--- src/rtl/rx_fsm.sv ---
// rx_fsm: UART receive controller.
// Oversamples rx at OVERSAMPLE x baud, rejects start-bit glitches, deserialises
// DATA_BITS LSB-first and checks the stop bit. Each completed frame, good or bad,
// produces a one-cycle rx_valid strobe with rx_data and the error flags.
// Optional feature macro: RX_PARITY_EN adds a parity bit after the data bits
// (even or odd according to PARITY_ODD). Without it parity_err is tied low.
module rx_fsm #(
  parameter int OVERSAMPLE = 16,
  parameter int DATA_BITS  = 8,
  parameter int PARITY_ODD = 0
) (
  input  logic                 fast_baud_clk,
  input  logic                 reset,
  input  logic                 rx,
  output logic [DATA_BITS-1:0] rx_data,
  output logic                 rx_valid,
  output logic                 rx_busy,
  output logic                 frame_err,
  output logic                 parity_err
);

  localparam int TW = $clog2(OVERSAMPLE);
  localparam int BW = $clog2(DATA_BITS);
  localparam logic [TW-1:0] TICK_MID  = TW'(OVERSAMPLE / 2 - 1);
  localparam logic [TW-1:0] TICK_LAST = TW'(OVERSAMPLE - 1);
  localparam logic [BW-1:0] BIT_LAST  = BW'(DATA_BITS - 1);
`ifdef RX_PARITY_EN
  localparam logic ODD_BIT = (PARITY_ODD != 0);
`endif

  // Reject parameter sets the counters and shift register are not sized for.
  if (OVERSAMPLE < 4 || (OVERSAMPLE % 2) != 0 || DATA_BITS < 5 || DATA_BITS > 8 ||
      PARITY_ODD < 0 || PARITY_ODD > 1) begin : g_bad_params
    $error("rx_fsm: illegal parameter set");
  end

  typedef enum logic [2:0] {
    IDLE   = 3'd0,
    START  = 3'd1,
    DATA   = 3'd2,
`ifdef RX_PARITY_EN
    PARITY = 3'd3,
`endif
    STOP   = 3'd4
  } state_t;

  state_t               state_reg, state_next;
  logic [TW-1:0]        tick_reg, tick_next;
  logic [BW-1:0]        bit_reg, bit_next;
  logic [DATA_BITS-1:0] shift_reg, shift_next;
  logic [DATA_BITS-1:0] data_reg, data_next;
  logic                 valid_reg, valid_next;
  logic                 ferr_reg, ferr_next;
  logic                 perr_reg, perr_next;
`ifdef RX_PARITY_EN
  logic                 par_bit_reg, par_bit_next;
`endif

  logic       sync1_reg, rx_s_reg, rx_s_prev_reg;
  logic [1:0] settle_reg;
  logic       start_edge;
  logic       tick_wrap;
  logic [TW-1:0] tick_adv;

  // Two-flop synchroniser plus previous-sample flop for falling-edge detection.
  // settle_reg blocks edge detection until the preset-high flops have been
  // replaced by real line samples, so a line held low through reset is not
  // mistaken for a start bit.
  always_ff @(posedge fast_baud_clk) begin
    if (reset) begin
      sync1_reg     <= 1'b1;
      rx_s_reg      <= 1'b1;
      rx_s_prev_reg <= 1'b1;
      settle_reg    <= 2'd0;
    end else begin
      sync1_reg     <= rx;
      rx_s_reg      <= sync1_reg;
      rx_s_prev_reg <= rx_s_reg;
      if (settle_reg != 2'd3) begin
        settle_reg <= settle_reg + 2'd1;
      end
    end
  end

  assign start_edge = (settle_reg == 2'd3) && rx_s_prev_reg && !rx_s_reg;
  assign tick_wrap  = (tick_reg == TICK_LAST);
  assign tick_adv   = tick_wrap ? '0 : tick_reg + 1'b1;

  // State, counters, shift register and output registers.
  always_ff @(posedge fast_baud_clk) begin
    if (reset) begin
      state_reg   <= IDLE;
      tick_reg    <= '0;
      bit_reg     <= '0;
      shift_reg   <= '0;
      data_reg    <= '0;
      valid_reg   <= 1'b0;
      ferr_reg    <= 1'b0;
      perr_reg    <= 1'b0;
`ifdef RX_PARITY_EN
      par_bit_reg <= 1'b0;
`endif
    end else begin
      state_reg   <= state_next;
      tick_reg    <= tick_next;
      bit_reg     <= bit_next;
      shift_reg   <= shift_next;
      data_reg    <= data_next;
      valid_reg   <= valid_next;
      ferr_reg    <= ferr_next;
      perr_reg    <= perr_next;
`ifdef RX_PARITY_EN
      par_bit_reg <= par_bit_next;
`endif
    end
  end

  // Next-state and datapath decisions; everything holds unless a state acts.
  always_comb begin
    state_next   = state_reg;
    tick_next    = tick_reg;
    bit_next     = bit_reg;
    shift_next   = shift_reg;
    data_next    = data_reg;
    valid_next   = 1'b0;
    ferr_next    = ferr_reg;
    perr_next    = perr_reg;
`ifdef RX_PARITY_EN
    par_bit_next = par_bit_reg;
`endif
    case (state_reg)
      IDLE: begin
        tick_next = '0;
        if (start_edge) begin
          state_next = START;
        end
      end
      START: begin
        // Mid-point of the start bit: a line back high was only a glitch.
        if (tick_reg == TICK_MID) begin
          tick_next = '0;
          if (rx_s_reg) begin
            state_next = IDLE;
          end else begin
            bit_next   = '0;
            state_next = DATA;
          end
        end else begin
          tick_next = tick_reg + 1'b1;
        end
      end
      DATA: begin
        tick_next = tick_adv;
        if (tick_wrap) begin
          // Shift in at the MSB side so the first (LSB) bit ends at bit 0.
          shift_next = {rx_s_reg, shift_reg[DATA_BITS-1:1]};
          if (bit_reg == BIT_LAST) begin
            bit_next = '0;
`ifdef RX_PARITY_EN
            state_next = PARITY;
`else
            state_next = STOP;
`endif
          end else begin
            bit_next = bit_reg + 1'b1;
          end
        end
      end
`ifdef RX_PARITY_EN
      PARITY: begin
        tick_next = tick_adv;
        if (tick_wrap) begin
          par_bit_next = rx_s_reg;
          state_next   = STOP;
        end
      end
`endif
      STOP: begin
        tick_next = tick_adv;
        if (tick_wrap) begin
          // Outputs update on the stop sample; IDLE is already armed while
          // rx_valid is high so a back-to-back start edge is not missed.
          data_next  = shift_reg;
          ferr_next  = ~rx_s_reg;
`ifdef RX_PARITY_EN
          perr_next  = ((^shift_reg) ^ par_bit_reg) != ODD_BIT;
`else
          perr_next  = 1'b0;
`endif
          valid_next = 1'b1;
          state_next = IDLE;
        end
      end
      default: begin
        state_next = IDLE;
      end
    endcase
  end

  assign rx_data   = data_reg;
  assign rx_valid  = valid_reg;
  assign rx_busy   = (state_reg != IDLE);
  assign frame_err = ferr_reg;
`ifdef RX_PARITY_EN
  assign parity_err = perr_reg;
`else
  assign parity_err = 1'b0;
`endif

endmodule
--- config.mk ---
export PLATFORM = sky130hd
export DESIGN_NAME = rx_fsm
export DESIGN_NICKNAME = d
export VERILOG_FILES = /design/src/rtl/rx_fsm.sv
export SDC_FILE = /design/constraint.sdc
export NUM_CORES = 1
export LEC_CHECK = 0
export CAP_MARGIN = 20
export CORE_MARGIN = 2
export CORE_UTILIZATION = 36
export DETAILED_ROUTE_END_ITERATION = 16
export GPL_TIMING_DRIVEN = 0
export PLACE_DENSITY = 0.63
export SETUP_SLACK_MARGIN = 0.15
export SLEW_MARGIN = 20
export SYNTH_ARGS = -nofsm -noshare
export SYNTH_HDL_FRONTEND = slang
export SYNTH_SLANG_ARGS = --single-unit
--- constraint.sdc ---
create_clock -name fast_baud_clk -period 2.7 [get_ports fast_baud_clk]
set_clock_uncertainty 0.15 [all_clocks]
set_input_delay 0.54 -clock fast_baud_clk [delete_from_list [all_inputs] [get_ports fast_baud_clk]]
set_output_delay 0.54 -clock fast_baud_clk [all_outputs]
set_load 0.005 [all_outputs]
; Yosys cells after proc, flatten, opt, wreduce, memory -nomap -nowiden
; Cells that the tools add are included.
[totals]
regBits = 33
in_bits = 3
output_inout_bits = 12
elab_cells = 59
[op_classes]
n_addsub = 3
eq_ne = 14
n_mux = 16
bitwise_logic = 2
n_reduce_logical = 13
[op_table]
columns = cell, count
row1 = 3-bit 2-to-1 mux, 9
row2 = 2-bit inequality test (second input constant), 7
row3 = 3-bit one-hot mux with 4 select lines, 1
row4 = 4-bit one-hot mux with 3 select lines, 1
row5 = 4-bit 2-to-1 mux, 2
row6 = 3-bit == test (second input constant), 2
row7 = 3-bit one-hot mux with 2 select lines, 1
row8 = 3-bit nonzero test, 2
row9 = 5-bit AND reduction, 1
row10 = 4-bit by 1-bit adder with 4-bit output (second input constant), 1
row11 = 4-bit by 3-bit == test with 1-bit output (second input constant), 1
row12 = 4-bit == test (second input constant), 1
row13 = 2-bit AND reduction, 2
row14 = 4-bit AND reduction, 1
row15 = 2-bit OR reduction, 2
row16 = 3-bit by 1-bit adder with 3-bit output (second input constant), 1
row17 = 3-bit by 1-bit == test with 1-bit output (second input constant), 1
row18 = 3-bit by 2-bit == test with 1-bit output (second input constant), 1
row19 = 3-bit zero test, 1
row20 = 2-bit by 1-bit adder with 2-bit output (second input constant), 1
row21 = 2-bit == test (second input constant), 1
row22 = 1-bit logical AND, 2
row23 = 2-bit 2-to-1 mux, 1
row24 = 1-bit inverter, 2
row25 = 3 further kinds, 3

; Depth between registers and ports, before layout
[logic_depth]
depth_word = 5
mapped_depth = 6
depth_no_buf = 5

; Worst setup path before layout
; Ideal clock, no wire load.
[synth_timing]
path_type = register -> register
from = register tick_reg[0]
to = register bit_reg[0]
setup_time_ns = 0.123
arrival_time_ns = 1.534
required_time_ns = 2.427
path_slack_ns = 0.893
stages_incl_launch_ff = 7
n_path_buf = 1
period_less_slack_ns = 1.807
path_cell_list = dfxtp_1 ha_1 and2_2 nand4_1 buf_4 a21boi_4 mux2_1
[synth_between]
elab_chain_cells = 3
word_cells_on_any_way = 5
cone_classes = eq/ne (4) / reduce/logical (1)
[synth_rtl]
columns = element, line_no
row1 = from (decl), 48  ; logic [TW-1:0] tick_reg, tick_next;
row2 = from (signal assigned), 105  ; tick_reg <= tick_next;
row3 = 4-bit by 3-bit == test with 1-bit output or 4-bit == test (tied branches), "140, 86"
row4 = 2-bit inequality test (no source line), -
row5 = 4-bit AND reduction (no source line) (*), -
row6 = to (signal assigned), 106  ; bit_reg <= bit_next;
row7 = to (decl), 49  ; logic [BW-1:0] bit_reg, bit_next;
; Every way passes the cells marked *; elsewhere a longest branch is shown, timed or not.
; A chain may end at the register's enable or synchronous reset.

; Worst setup path in the final report
[layout_timing]
from = register state_reg[0]
to = output port rx_busy
[layout_between]
elab_chain_cells = 1
[layout_rtl]
columns = element, line_no
row1 = from (decl), 47  ; state_t state_reg, state_next;
row2 = from (signal assigned), 104  ; state_reg <= state_next;
row3 = 3-bit nonzero test, 202  ; assign rx_busy = (state_reg != IDLE);
row4 = to (decl), 17  ; output logic rx_busy,
; No other way between the ends.

==> results.sh <==
export IMPL_clk_latency_ns=0.28
export IMPL_startpoint="state_reg[0]$_SDFFE_PP0P_"
export IMPL_fillCellCount=364
export IMPL_htreeDepth=2
export IMPL_ys_async_sr_fraction_pct=0
export IMPL_synthFlopType="dfxtp_1"
export IMPL_crit_path_cell_trace="buf_4 > nor3_2 > inv_1 > clkdlybuf4s50_1"
export IMPL_final_util_pct=46.2
export IMPL_syn_inst=141
export IMPL_clk_pin_slew_ns=0.07
export IMPL_drive_gt1_share_pct=14.9
export IMPL_nets=167
export IMPL_drtAntennaViolNets=0
export IMPL_design_area_um2=1720
export IMPL_slew_viol_final=0
export IMPL_grt_busiest_layer="met2"
export IMPL_regArea_um2=661
export IMPL_synth_cell_types=36
export IMPL_rows=22
export IMPL_worst_setup_path_start_kind="flop"
export IMPL_numCtsBuffers=5
export IMPL_crit_family="buffers and inverters"
export IMPL_die_h_um=66.8
export IMPL_post_cts_buffers=0
export IMPL_synth_area_leader_cell="dfxtp_1"
export IMPL_rsz0062_at_grt="no"
export IMPL_grt_util_met3_pct=4.56
export IMPL_finalHoldViolCount=0
export IMPL_slew_headroom_pct=66.2
export IMPL_synth_warnings=0
export IMPL_syn_cell_area_um2=1420
export IMPL_cp_max_fo=7
export IMPL_hold_buffers=0
export IMPL_diodes=0
export IMPL_fmax_mhz=439
export IMPL_critPathCaptureType="primary output"
export IMPL_drt_vias_per_instance=4.81
export IMPL_start_util_pct=38.2
export IMPL_hold_path_startpoint="sync1_reg$_SDFF_PP1_"
export IMPL_syn_to_final_growth_pct=20.9
export IMPL_synth_avg_cell_area_um2=10.1
export IMPL_cp_slowest_stage_delay_ns=0.45
export IMPL_synth_edff_count=0
export IMPL_crit_arrival_ns=1.59
export IMPL_status="completed"
export IMPL_multi_input_comb_area_um2=697
export IMPL_drc=0
export IMPL_die_x_um=66.8
export IMPL_min_period_over_period_pct=84.4
export IMPL_grt_first_pass_wirelength_um=4400
export IMPL_syn_nets=148
export IMPL_root_buffer="clkbuf_8"
export IMPL_use_met1_pct=16.2
export IMPL_grt_max_degree=11
export IMPL_dp_hpwl_um=1800
export IMPL_tightest_slew_ns=0.507
export IMPL_hold_class="reg -> reg"
export IMPL_synth_top_cell_area_share_pct=46.5
export IMPL_numClockSinks=33
export IMPL_core_um2=3720
export IMPL_cp_slowest_cell="clkdlybuf4s50_1"
export IMPL_drt_wl_total_um=2500
export IMPL_pin_count=15
export IMPL_setup_violations=0
export IMPL_place_gp_congestion=0.750
export IMPL_io_buffer_count=12
export IMPL_crit_type="reg -> out"
export IMPL_antenna_found_initial=0
export IMPL_drv_cap=0
export IMPL_ir_drop_v=0.000470
export IMPL_required_ns=2.01
export IMPL_synthTopCellsByArea="dfxtp_1 (46%), mux2i_1 (14%), nor2_1 (6.1%), ha_1 (3.5%), nand4b_1 (2.5%)"
export IMPL_cts_tree="done"
export IMPL_die_area_um2=4470
export IMPL_first_pass_iters=4
export IMPL_place_area_um2=1600
export IMPL_fin_crit_ns=2.28
export IMPL_r2r_start="tick_reg[0]$_SDFFE_PP0P_"
export IMPL_grt_pass1_vias=1008
export IMPL_globalRouteTotalUtil_pct=13.6
export IMPL_ys_ff_latch=33
export IMPL_gr_usage_met2_pct=21.9
export IMPL_wl_per_cell_um=11.9
export IMPL_tns_ns=0
export IMPL_drtIter0Drc=11
export IMPL_cellPowerDensity_nw_per_um2=588
export IMPL_leakagePower_uw=0.000688
export IMPL_dr_total_vias=1006
export IMPL_worst_path_buf_inv=3
export IMPL_cts_path_max_buffers=2
export IMPL_yosysSeqAreaShare_pct=46.5
export IMPL_grt_overflow_total=0
export IMPL_cts_resized=0
[through the flow]
| stage | std cells | hold WS [ns] | power, µW | worst slack, ns |
|---|---|---|---|---|
| 2_1_floorplan | 141 | 0.239 | 540 | 0.893 |
| 3_3_place_gp | 201 | 0.241 | 548 | 0.690 |
| 3_5_place_dp | 201 | 0.253 | 552 | 0.685 |
| 4_1_cts | 209 | 0.270 | 1020 | 0.393 |
| 5_1_grt | 209 | 0.276 | 1050 | 0.336 |
| 6_report | 209 | 0.269 | 1010 | 0.421 |
[report_power, final]
| part | internal, µW | switching [µW] |
|---|---|---|
| clock network | 301 | 170 |
| logic | 17.4 | 20.8 |
| registers | 496 | 5.95 |
| total | 814 | 197 |
[metal layers]
layer | share of wire, % | routed length (µm) | up-vias
met1 | 47 | 1180 | 470
met5 | 0 | 0 | -
met3 | 3.3 | 82 | 7
met2 | 47 | 1170 | 13
li1 | - | - | 516
met4 | 2.5 | 63 | 0
[worst reg2reg max path: cells and delay by family, from the launching register on]
| kind | cells | cell delay (ns) |
|---|---|---|
| AO/OA/AOI/OAI | 1 | 0.21 |
| adder cells (fa/ha/maj) | 1 | 0.21 |
| buffers and inverters | 1 | 0.21 |
| flip-flops | 1 | 0.37 |
| multiplexers | 1 | 0.33 |
| AND/OR/NAND/NOR | 2 | 0.36 |
[Yosys cell counts, types with 2 or more instances]
| master | instances |
|---|---|
| nor2b_1 | 2 |
| ha_1 | 4 |
| clkbuf_1 | 4 |
| dfxtp_1 | 33 |
| nor2_1 | 23 |
| a21oi_1 | 5 |
| nand3_1 | 2 |
| nor2_2 | 2 |
| nand2b_1 | 4 |
| mux2i_1 | 20 |
| nand4b_1 | 4 |
| or2_2 | 3 |
| nand2_1 | 7 |
| xor2_1 | 2 |
| nor3b_1 | 2 |
| buf_4 | 4 |
[placed cells by master, fill, tap and decap left out, types with 2 or more instances in the layout]
cell type / n
nand4b_1: 4
buf_4: 4
ha_1: 4
clkbuf_8: 6
nor2b_1: 2
clkdlybuf4s50_1: 12
nor2_2: 2
mux2i_1: 20
nand2_1: 7
or2_2: 3
dfxtp_1: 33
nor2_1: 23
a21oi_1: 5
nand3_1: 2
nand2b_1: 4
xor2_1: 2
nor3b_1: 2
clkbuf_1: 5
[worst paths after layout]
check	to	slack [ns]	cells past startpoint
worst max-delay path	rx_busy	0.42	4
worst min-delay path	rx_s_reg$_SDFF_PP1_	0.27	1
worst max register to register	bit_reg[0]$_SDFFE_PP0P_	0.76	6
worst min register to register	rx_s_reg$_SDFF_PP1_	0.27	1
[cells by family (layout without fill, tap and decap cells)]
group | count (synthesis) | count (layout) | synth area share (%)
muxes | 21 | 21 | 14.9
DFF | 33 | 33 | 46.5
other | 1 | 1 | 0.264
AOI/OAI and AO/OA | 12 | 12 | 7.57
xor gates and xnor gates | 2 | 2 | 1.23
buffers and inverters | 11 | 31 | 4.49
and+or+nand+nor | 56 | 56 | 20.8
adders and majority gates | 5 | 5 | 4.31
[final cells by class]
class	instances	area share, %
clock buffers	7	5.03
inverters	2	0.437
well taps	48	3.50
flip-flops and latches	33	38.5
multi-input cells	97	40.6
repair buffers	12	6.99
clock inverters	1	1.75
plain buffers	9	3.28
Note: power is estimated with default switching activity, not from simulation.
